**config.mk**
```make
export PLATFORM = sky130hd
export DESIGN_NAME = tcdm_bank_rr_arb
export DESIGN_NICKNAME = d
export VERILOG_FILES = /design/src/rtl/tcdm_arb_pkg.sv /design/src/rtl/tcdm_rr_pick.sv /design/src/rtl/tcdm_bank_rr_arb.sv
export SDC_FILE = /design/constraint.sdc
export NUM_CORES = 1
export LEC_CHECK = 0
export CAP_MARGIN = 20
export CORE_AREA = 2 2 162 164
export CTS_CLUSTER_SIZE = 8
export DETAILED_ROUTE_END_ITERATION = 8
export DIE_AREA = 0 0 164 166
export PLACE_DENSITY = 0.48
export SLEW_MARGIN = 15
export SYNTH_ARGS = -nofsm -noshare
export SYNTH_HDL_FRONTEND = slang
export SYNTH_SLANG_ARGS = --single-unit
```
**constraint.sdc**
```tcl
create_clock -name clk_i -period 4.77 [get_ports clk_i]
set_clock_uncertainty 0.1 [all_clocks]
set_input_delay 0.477 -clock clk_i [delete_from_list [all_inputs] [get_ports clk_i]]
set_output_delay 0.477 -clock clk_i [all_outputs]
set_load 0.05 [all_outputs]
```
**src/rtl/tcdm_arb_pkg.sv**
```systemverilog
// Shared types and helpers for the per-bank TCDM round-robin arbiter.
// Optional build macro used by the arbiter: TCDM_ARB_PERF_EN.
package tcdm_arb_pkg;

  localparam int unsigned CONFLICT_CNT_W = 32;

  // Response-pipeline index field is sized for the largest supported master count.
  localparam int unsigned RESP_IDX_W = 16;

  function automatic int unsigned idx_width(input int unsigned n);
    return (n <= 1) ? 1 : $clog2(n);
  endfunction

  typedef struct packed {
    logic [RESP_IDX_W-1:0] idx;
    logic                  vld;
  } resp_entry_t;

endpackage

```
**src/rtl/tcdm_rr_pick.sv**
```systemverilog
// Combinational round-robin picker: first requester at or after ptr_i, wrapping.
// Used by tcdm_bank_rr_arb (whose optional feature macro is TCDM_ARB_PERF_EN).
module tcdm_rr_pick #(
  parameter int unsigned NumMaster = 8,
  parameter int unsigned IdxW      = 3
) (
  input  logic [NumMaster-1:0] req_i,
  input  logic [IdxW-1:0]      ptr_i,
  output logic [IdxW-1:0]      idx_o,
  output logic                 valid_o
);

  logic        found;
  int unsigned cand;

  assign valid_o = |req_i;

  always_comb begin
    idx_o = ptr_i;
    found = 1'b0;
    cand  = 0;
    for (int unsigned k = 0; k < NumMaster; k++) begin
      cand = 32'(ptr_i) + k;
      if (cand >= NumMaster) cand = cand - NumMaster;
      if (!found && req_i[cand]) begin
        idx_o = IdxW'(cand);
        found = 1'b1;
      end
    end
  end

endmodule

```
**src/rtl/tcdm_bank_rr_arb.sv**
```systemverilog
// Per-bank round-robin arbiter: forwards the winning master to the bank and routes
// responses back after RespLat cycles. Macro TCDM_ARB_PERF_EN enables the conflict counter.
module tcdm_bank_rr_arb
  import tcdm_arb_pkg::*;
#(
  parameter int unsigned NumMaster     = 8,
  parameter int unsigned ReqDataWidth  = 32,
  parameter int unsigned RespDataWidth = 32,
  parameter int unsigned RespLat       = 1,
  parameter bit          WriteRespOn   = 1'b1
) (
  input  logic                                    clk_i,
  input  logic                                    rst_ni,
  input  logic [NumMaster-1:0]                    req_i,
  input  logic [NumMaster-1:0]                    wen_i,
  input  logic [NumMaster-1:0][ReqDataWidth-1:0]  data_i,
  output logic [NumMaster-1:0]                    gnt_o,
  output logic [NumMaster-1:0]                    vld_o,
  output logic [RespDataWidth-1:0]                rdata_o,
  output logic                                    req_o,
  output logic                                    wen_o,
  output logic [ReqDataWidth-1:0]                 data_o,
  input  logic                                    gnt_i,
  input  logic [RespDataWidth-1:0]                rdata_i,
  output logic [CONFLICT_CNT_W-1:0]               conflict_cnt_o
);

  localparam int unsigned IdxW = idx_width(NumMaster);

  logic [IdxW-1:0] ptr_q, ptr_d;
  logic [IdxW-1:0] winner;
  logic            any_req;
  logic            accept;
  resp_entry_t     stage0_d;
  resp_entry_t     pipe_q [RespLat];

  tcdm_rr_pick #(
    .NumMaster (NumMaster),
    .IdxW      (IdxW)
  ) u_pick (
    .req_i   (req_i),
    .ptr_i   (ptr_q),
    .idx_o   (winner),
    .valid_o (any_req)
  );

  assign req_o   = any_req;
  assign accept  = any_req & gnt_i;
  assign wen_o   = wen_i[winner];
  assign data_o  = data_i[winner];
  assign rdata_o = rdata_i;

  always_comb begin
    gnt_o         = '0;
    gnt_o[winner] = accept;
  end

  // Fairness only advances on an accepted transfer.
  always_comb begin
    ptr_d = ptr_q;
    if (accept) begin
      ptr_d = (winner == IdxW'(NumMaster - 1)) ? '0 : winner + 1'b1;
    end
  end

  always_comb begin
    stage0_d.idx = RESP_IDX_W'(winner);
    stage0_d.vld = accept & (~wen_o | WriteRespOn);
  end

  // Stage boundary: pointer register and RespLat-deep response shift register.
  always_ff @(posedge clk_i or negedge rst_ni) begin
    if (!rst_ni) begin
      ptr_q <= '0;
      for (int s = 0; s < int'(RespLat); s++) pipe_q[s] <= '0;
    end else begin
      ptr_q     <= ptr_d;
      pipe_q[0] <= stage0_d;
      for (int s = 1; s < int'(RespLat); s++) pipe_q[s] <= pipe_q[s-1];
    end
  end

  always_comb begin
    vld_o = '0;
    for (int unsigned m = 0; m < NumMaster; m++) begin
      vld_o[m] = pipe_q[RespLat-1].vld && (pipe_q[RespLat-1].idx == RESP_IDX_W'(m));
    end
  end

`ifdef TCDM_ARB_PERF_EN
  function automatic logic [CONFLICT_CNT_W-1:0] sat_inc(input logic [CONFLICT_CNT_W-1:0] v);
    return (&v) ? v : v + 1'b1;
  endfunction

  logic [CONFLICT_CNT_W-1:0] cnt_q, cnt_d;
  logic                      conflict;

  // Two or more set bits <=> clearing the lowest set bit leaves something.
  assign conflict = |(req_i & (req_i - 1'b1));
  assign cnt_d    = conflict ? sat_inc(cnt_q) : cnt_q;

  // Stage boundary: conflict counter register.
  always_ff @(posedge clk_i or negedge rst_ni) begin
    if (!rst_ni) cnt_q <= '0;
    else         cnt_q <= cnt_d;
  end

  assign conflict_cnt_o = cnt_q;
`else
  assign conflict_cnt_o = '0;
`endif

endmodule
```
**After elaboration in Yosys (flattened, before gate mapping)**

Cells that the tools add are included.

- Bitwise operators: 2
- Add/subtract/negate cells: 16
- $lt $le $gt $ge: 18
- Equal/unequal tests: 8
- Muxes and demuxes: 46
- Reductions and logical operators: 25

Operators with widths:

| cell | number |
|---|---|
| two-way mux 32 bit | 9 |
| less-than comparator 32 x 4 -> 1 bit (second input constant) | 8 |
| >= comparator 32 x 4 -> 1 bit (second input constant) | 7 |
| subtractor 32 x 4 -> 32 bit (second input constant) | 7 |
| binary-select mux 32 bit (select 3 bit) | 1 |
| binary-select mux 1 bit (select 3 bit) | 9 |
| two-way mux 3 bit | 9 |
| two-way mux 1 bit | 17 |
| adder 3 x 3 -> 4 bit (second input constant) | 4 |
| logical AND 1 bit | 16 |
| zero test 16 bit | 1 |
| == test 3 bit (second input constant) | 5 |
| adder 3 x 2 -> 4 bit (second input constant) | 2 |
| bitwise AND 8 bit | 1 |
| OR reduction 8 bit | 1 |
| zero test 1 bit | 7 |
| == test 3 x 2 -> 1 bit (second input constant) | 2 |
| subtractor 3 x 4 -> 5 bit (second input constant) | 1 |
| adder 3 x 1 -> 4 bit (second input constant) | 1 |
| >= comparator 3 x 4 -> 1 bit (second input constant) | 1 |
| less-than comparator 3 x 4 -> 1 bit (second input constant) | 1 |
| adder 3 x 1 -> 3 bit (second input constant) | 1 |
| demux 1 bit (select 3 bit) | 1 |
| == test 3 x 1 -> 1 bit (second input constant) | 1 |
| 2 further kinds | 2 |

- Input port bits: 307
- Bits in registers: 7
- Output and inout port bits: 114
- Logic and storage cells: 118

**Depth between registers and ports, before layout**

- Depth in word-level cells: 31
- Mapped depth: 16

**Cells and area by module**

A second synthesis with hierarchy kept.

- Cell total of the unflattened synthesis: 331
- Area total of the unflattened synthesis: 4022.6 um2

By module, submodules not included:

| module | seq. area each (um2) | area each (um2) | cells an instance | instances |
|---|---|---|---|---|
| tcdm_bank_rr_arb | 175.2 | 3083.0 | 224 | 1 |
| tcdm_rr_pick | 0.0 | 939.7 | 107 | 1 |

**Worst setup path after synthesis**

OpenSTA, ideal clock, no wires.

- Path kind: reg-to-output
- Start: register ptr_q[1]
- End: output data_o[4]
- Arrival: 4.644 ns
- Buffers on the path: 3
- Stages on the path, launching flop included: 16
- Data required time: 4.193 ns
- Setup slack: -0.451 ns
- Cell sequence: dfrtp_1 > clkbuf_1 > inv_1 > ha_1 > buf_6 > mux4_2 > mux2_2 > and2_1 > o2111ai_4 > o2111ai_4 > nand2_4 > inv_4 > buf_8 > o31ai_2 > o22ai_1 > a211oi_1

- Longest elaborated chain between the ends: 28

RTL lines:

| what | RTL line | RTL |
|---|---|---|
| start, declared | tcdm_bank_rr_arb.sv:30 | `logic [IdxW-1:0] ptr_q, ptr_d;` |
| start signal, assigned | tcdm_bank_rr_arb.sv:77 | `ptr_q <= ptr_d;` |
| branches (longest 25 deep; another with subtractor 32 x 4 -> 32 bit) | - |  |
| two-way mux 3 bit (*) | tcdm_rr_pick.sv:25 | `if (!found && req_i[cand]) begin` |
| binary-select mux 32 bit (select 3 bit) (*) | tcdm_bank_rr_arb.sv:50 | `assign data_o = data_i[winner];` |
| two-way mux 32 bit (not written as such) (*) | tcdm_bank_rr_arb.sv:50 |  |
| end, declared | tcdm_bank_rr_arb.sv:22 | `output logic [ReqDataWidth-1:0] data_o,` |

Mark *: on every way between the ends. The select of a mux whose other input is x is not followed.

**Final worst setup path**

- Start: register ptr_q[1]
- End: output data_o[18]

Same word-level chain as after synthesis.

==> impl_metrics.py <==
metrics = {
    "clock_tree": {
        "clk_latency_ns": 0.23,
        "h-tree-depth": 1,
        "clk_pin_slew_ns": 0.04,
        "cts_root_buf": "clkbuf_16",
        "ctsHoldBuffers": 0,
        "cts_buffers": 3,
        "ctsLongestPathBuffers": 2,
        "cts_tree": "done",
        "cts.sinks": 7,
    },
    "route": {
        "via_count": 4598,
        "drt-initial-drc-count": 124,
        "first_pass_iters": 4,
        "routed_via_density": 4.15,
        "routed_wl_um": 19900,
        "antenna_left": 0,
        "drc_errors": 0,
        "wl_per_cell_um": 18.0,
    },
    "outcome": {
        "status": "finished clean",
    },
    "worst_setup_path": {
        "criticalPathCategory": "flop to primary output",
        "reg2reg_to": "ptr_q[2]",
        "r2r_start": "ptr_q[1]",
        "required_ns": 4.19,
        "cp_cell_sequence": "inv_1 -> ha_2 -> mux4_2 -> mux2_2 -> a31oi_2 -> o2111ai_4 -> a32oi_4 -> nand2_4 -> inv_6 -> buf_12 -> mux2i_1 -> mux2_2 -> buf_12",
        "endpoint_kind": "primary output",
        "start_kind": "flop",
        "cp-startpoint": "ptr_q[1]",
        "critPathMaxStageDelay_ns": 0.59,
        "path_depth": 13,
        "cp_slowest_cell": "mux4_2",
        "path_buf_inv": 4,
        "reg2reg_slack_ns": 1.00,
        "arrival_ns": 3.96,
        "r2r_cells": 13,
        "cp_top_family": "multiplexers",
        "path_max_fanout": 24,
        "endpoint": "data_o[18]",
    },
    "timing": {
        "max_freq_mhz": 221,
        "tns_ns": 0,
        "hold_violations": 0,
        "period_minus_slack_ns": 4.53,
        "rsz0062_at_grt": "false",
        "finalWorstSetupSlack_ns": 0.236,
        "relSlewSlack_pct": 66.4,
        "finalSetupViolCount": 0,
        "worstMarginPinSlew_ns": 0.502,
        "slew_violations": 0,
        "fin_crit_sh_pct": 95.0,
        "holdWs_ns": 0.401,
    },
    "die": {
        "die-area_sq_um": 27200,
        "die_w_um": 164,
        "coreArea_sq_um": 25600,
        "start_util_pct": 17.3,
        "rows": 59,
        "pin_count": 421,
        "die_height_um": 166,
    },
    "layout": {
        "area_delta_synth_final_pct": 86.5,
        "final_cell_mix": "283 x clkdlybuf4s50_1, 194 x mux2i_1, 46 x buf_12",
        "multi_input_area_sq_um": 3620,
        "fin_area_sq_um": 8270,
        "drive_gt1_share_pct": 18.3,
        "ff_latch_area_sq_um": 175,
        "final_common_cell": "clkdlybuf4s50_1",
        "fill_cells": 2704,
        "finalNetCount": 1081,
    },
    "yosys": {
        "synth-seq-cells": 7,
        "syn_area_sq_um": 4430,
        "ys.flop_type": "dfrtp_1",
        "postSynthCellCount": 478,
        "synthDistinctLibCells": 55,
        "synth_edf_count": 0,
        "synth_area_per_cell_sq_um": 9.28,
        "synth_warnings": 0,
        "synthArstFlopShare_pct": 100,
        "ys_seq_area_share_pct": 3.95,
    },
    "place": {
        "hpwl_um": 17600,
        "pre_cts_slack_ns": 0.111,
        "placed_area_sq_um": 8150,
        "gp_congestion": 0.834,
        "portBuffers": 324,
    },
    "global_route": {
        "grt_pass1_vias": 4761,
        "antenna_found_initial": 1,
        "overflow": 0,
        "grt_pass1_wl_um": 28600,
        "track_usage_pct": 13.8,
        "grt_max_degree": 38,
    },
    "hold_path": {
        "hold_class": "input port to async pin",
    },
    "job": {
        "drv_cap": 0,
    },
}
## logic make-up after synthesis
group / count (synthesis) / synth area share [%]
buffers and inverters: 105 / 17.7
adders and majority gates: 2 / 0.564
and+or+nand+nor: 66 / 7.11
DFF: 7 / 3.95
AOI/OAI and AO/OA: 49 / 10.1
muxes: 240 / 58.8
other: 1 / 0.0846
xor gates and xnor gates: 8 / 1.75
## area by class of cell
type | count | share of cell area, %
Inverter | 10 | 0.514
Sequential cell | 7 | 2.12
Clock buffer | 4 | 0.953
Tap cell | 335 | 5.07
Antenna cell | 1 | 0.0303
Multi-Input combinational cell | 397 | 43.7
Timing Repair Buffer | 353 | 47.6
## registers in the layout, indices dropped and copies added (netlist names)
signal  cells
ptr_q       3
pipe_q      4
## worst min-delay path by stage
stage	startpoint	end	cells after the start	slack, ns
2_1_floorplan	rst_ni	pipe_q[0]	0	0.08
3_3_place_gp	ptr_q[0]	ptr_q[0]	2	0.47
3_5_place_dp	ptr_q[0]	ptr_q[0]	2	0.47
4_1_cts	rst_ni	pipe_q[3]	1	0.41
5_1_grt	rst_ni	pipe_q[3]	1	0.43
6_report	rst_ni	pipe_q[3]	1	0.40
## metrics by stage
stage | cells | utilization [%]
floorplan | 509 | -
global placement | 1100 | 31.8
detailed placement | 1100 | 31.8
CTS | 1106 | 32.2
global route | 1107 | 32.3
finish | 1107 | 32.3
## synthesized netlist by cell type, types with 2 or more instances
| cell | instances | area share [%] |
|---|---|---|
| mux2i_4 | 2 | 1.0 |
| a21oi_1 | 9 | 1.0 |
| nand3_1 | 5 | 0.56 |
| o21ai_0 | 6 | 0.68 |
| ha_1 | 2 | 0.56 |
| buf_8 | 2 | 0.68 |
| a211oi_1 | 2 | 0.34 |
| o2111ai_4 | 2 | 1.2 |
| a21o_1 | 2 | 0.34 |
| inv_1 | 7 | 0.59 |
| xnor2_1 | 4 | 0.79 |
| o2111a_1 | 2 | 0.51 |
| inv_2 | 2 | 0.17 |
| nor3_1 | 8 | 0.90 |
| mux2i_1 | 194 | 44 |
| o22ai_1 | 3 | 0.42 |
| mux4_2 | 11 | 5.6 |
| a32o_1 | 2 | 0.45 |
| o221ai_1 | 3 | 0.59 |
| o21ai_1 | 2 | 0.23 |
| a32oi_4 | 2 | 1.2 |
| nor4_1 | 2 | 0.28 |
| mux2_2 | 33 | 8.4 |
| clkbuf_4 | 2 | 0.34 |
| nand2b_1 | 5 | 0.71 |
| xor2_1 | 3 | 0.59 |
| buf_6 | 12 | 3.0 |
| buf_2 | 9 | 1.0 |
| a31o_2 | 2 | 0.40 |
| dfrtp_1 | 7 | 4.0 |
| buf_4 | 68 | 12 |
| nand2_1 | 21 | 1.8 |
| nor2_1 | 19 | 1.6 |
| o31ai_2 | 2 | 0.56 |
## layer usage
layer	GRT usage (%)	wire length (um)	vias to the layer above
met4	1.26	49	0
met1	15.7	7650	2117
li1	-	-	2272
met2	27.1	10800	205
met3	2.75	1380	4
met5	0	0	-
## timing repair
| item | CTS | global route |
|---|---|---|
| pin swaps | 1 | 0 |
| resized for setup | 0 | 3 |
| hold endpoints to repair | 0 | 0 |
| buffers inserted | 2 | 0 |
| endpoints found under the setup margin | 5 | 34 |
Power is not shown: default switching activity piles up to over one toggle a cycle in this logic, so the estimate is an artifact.
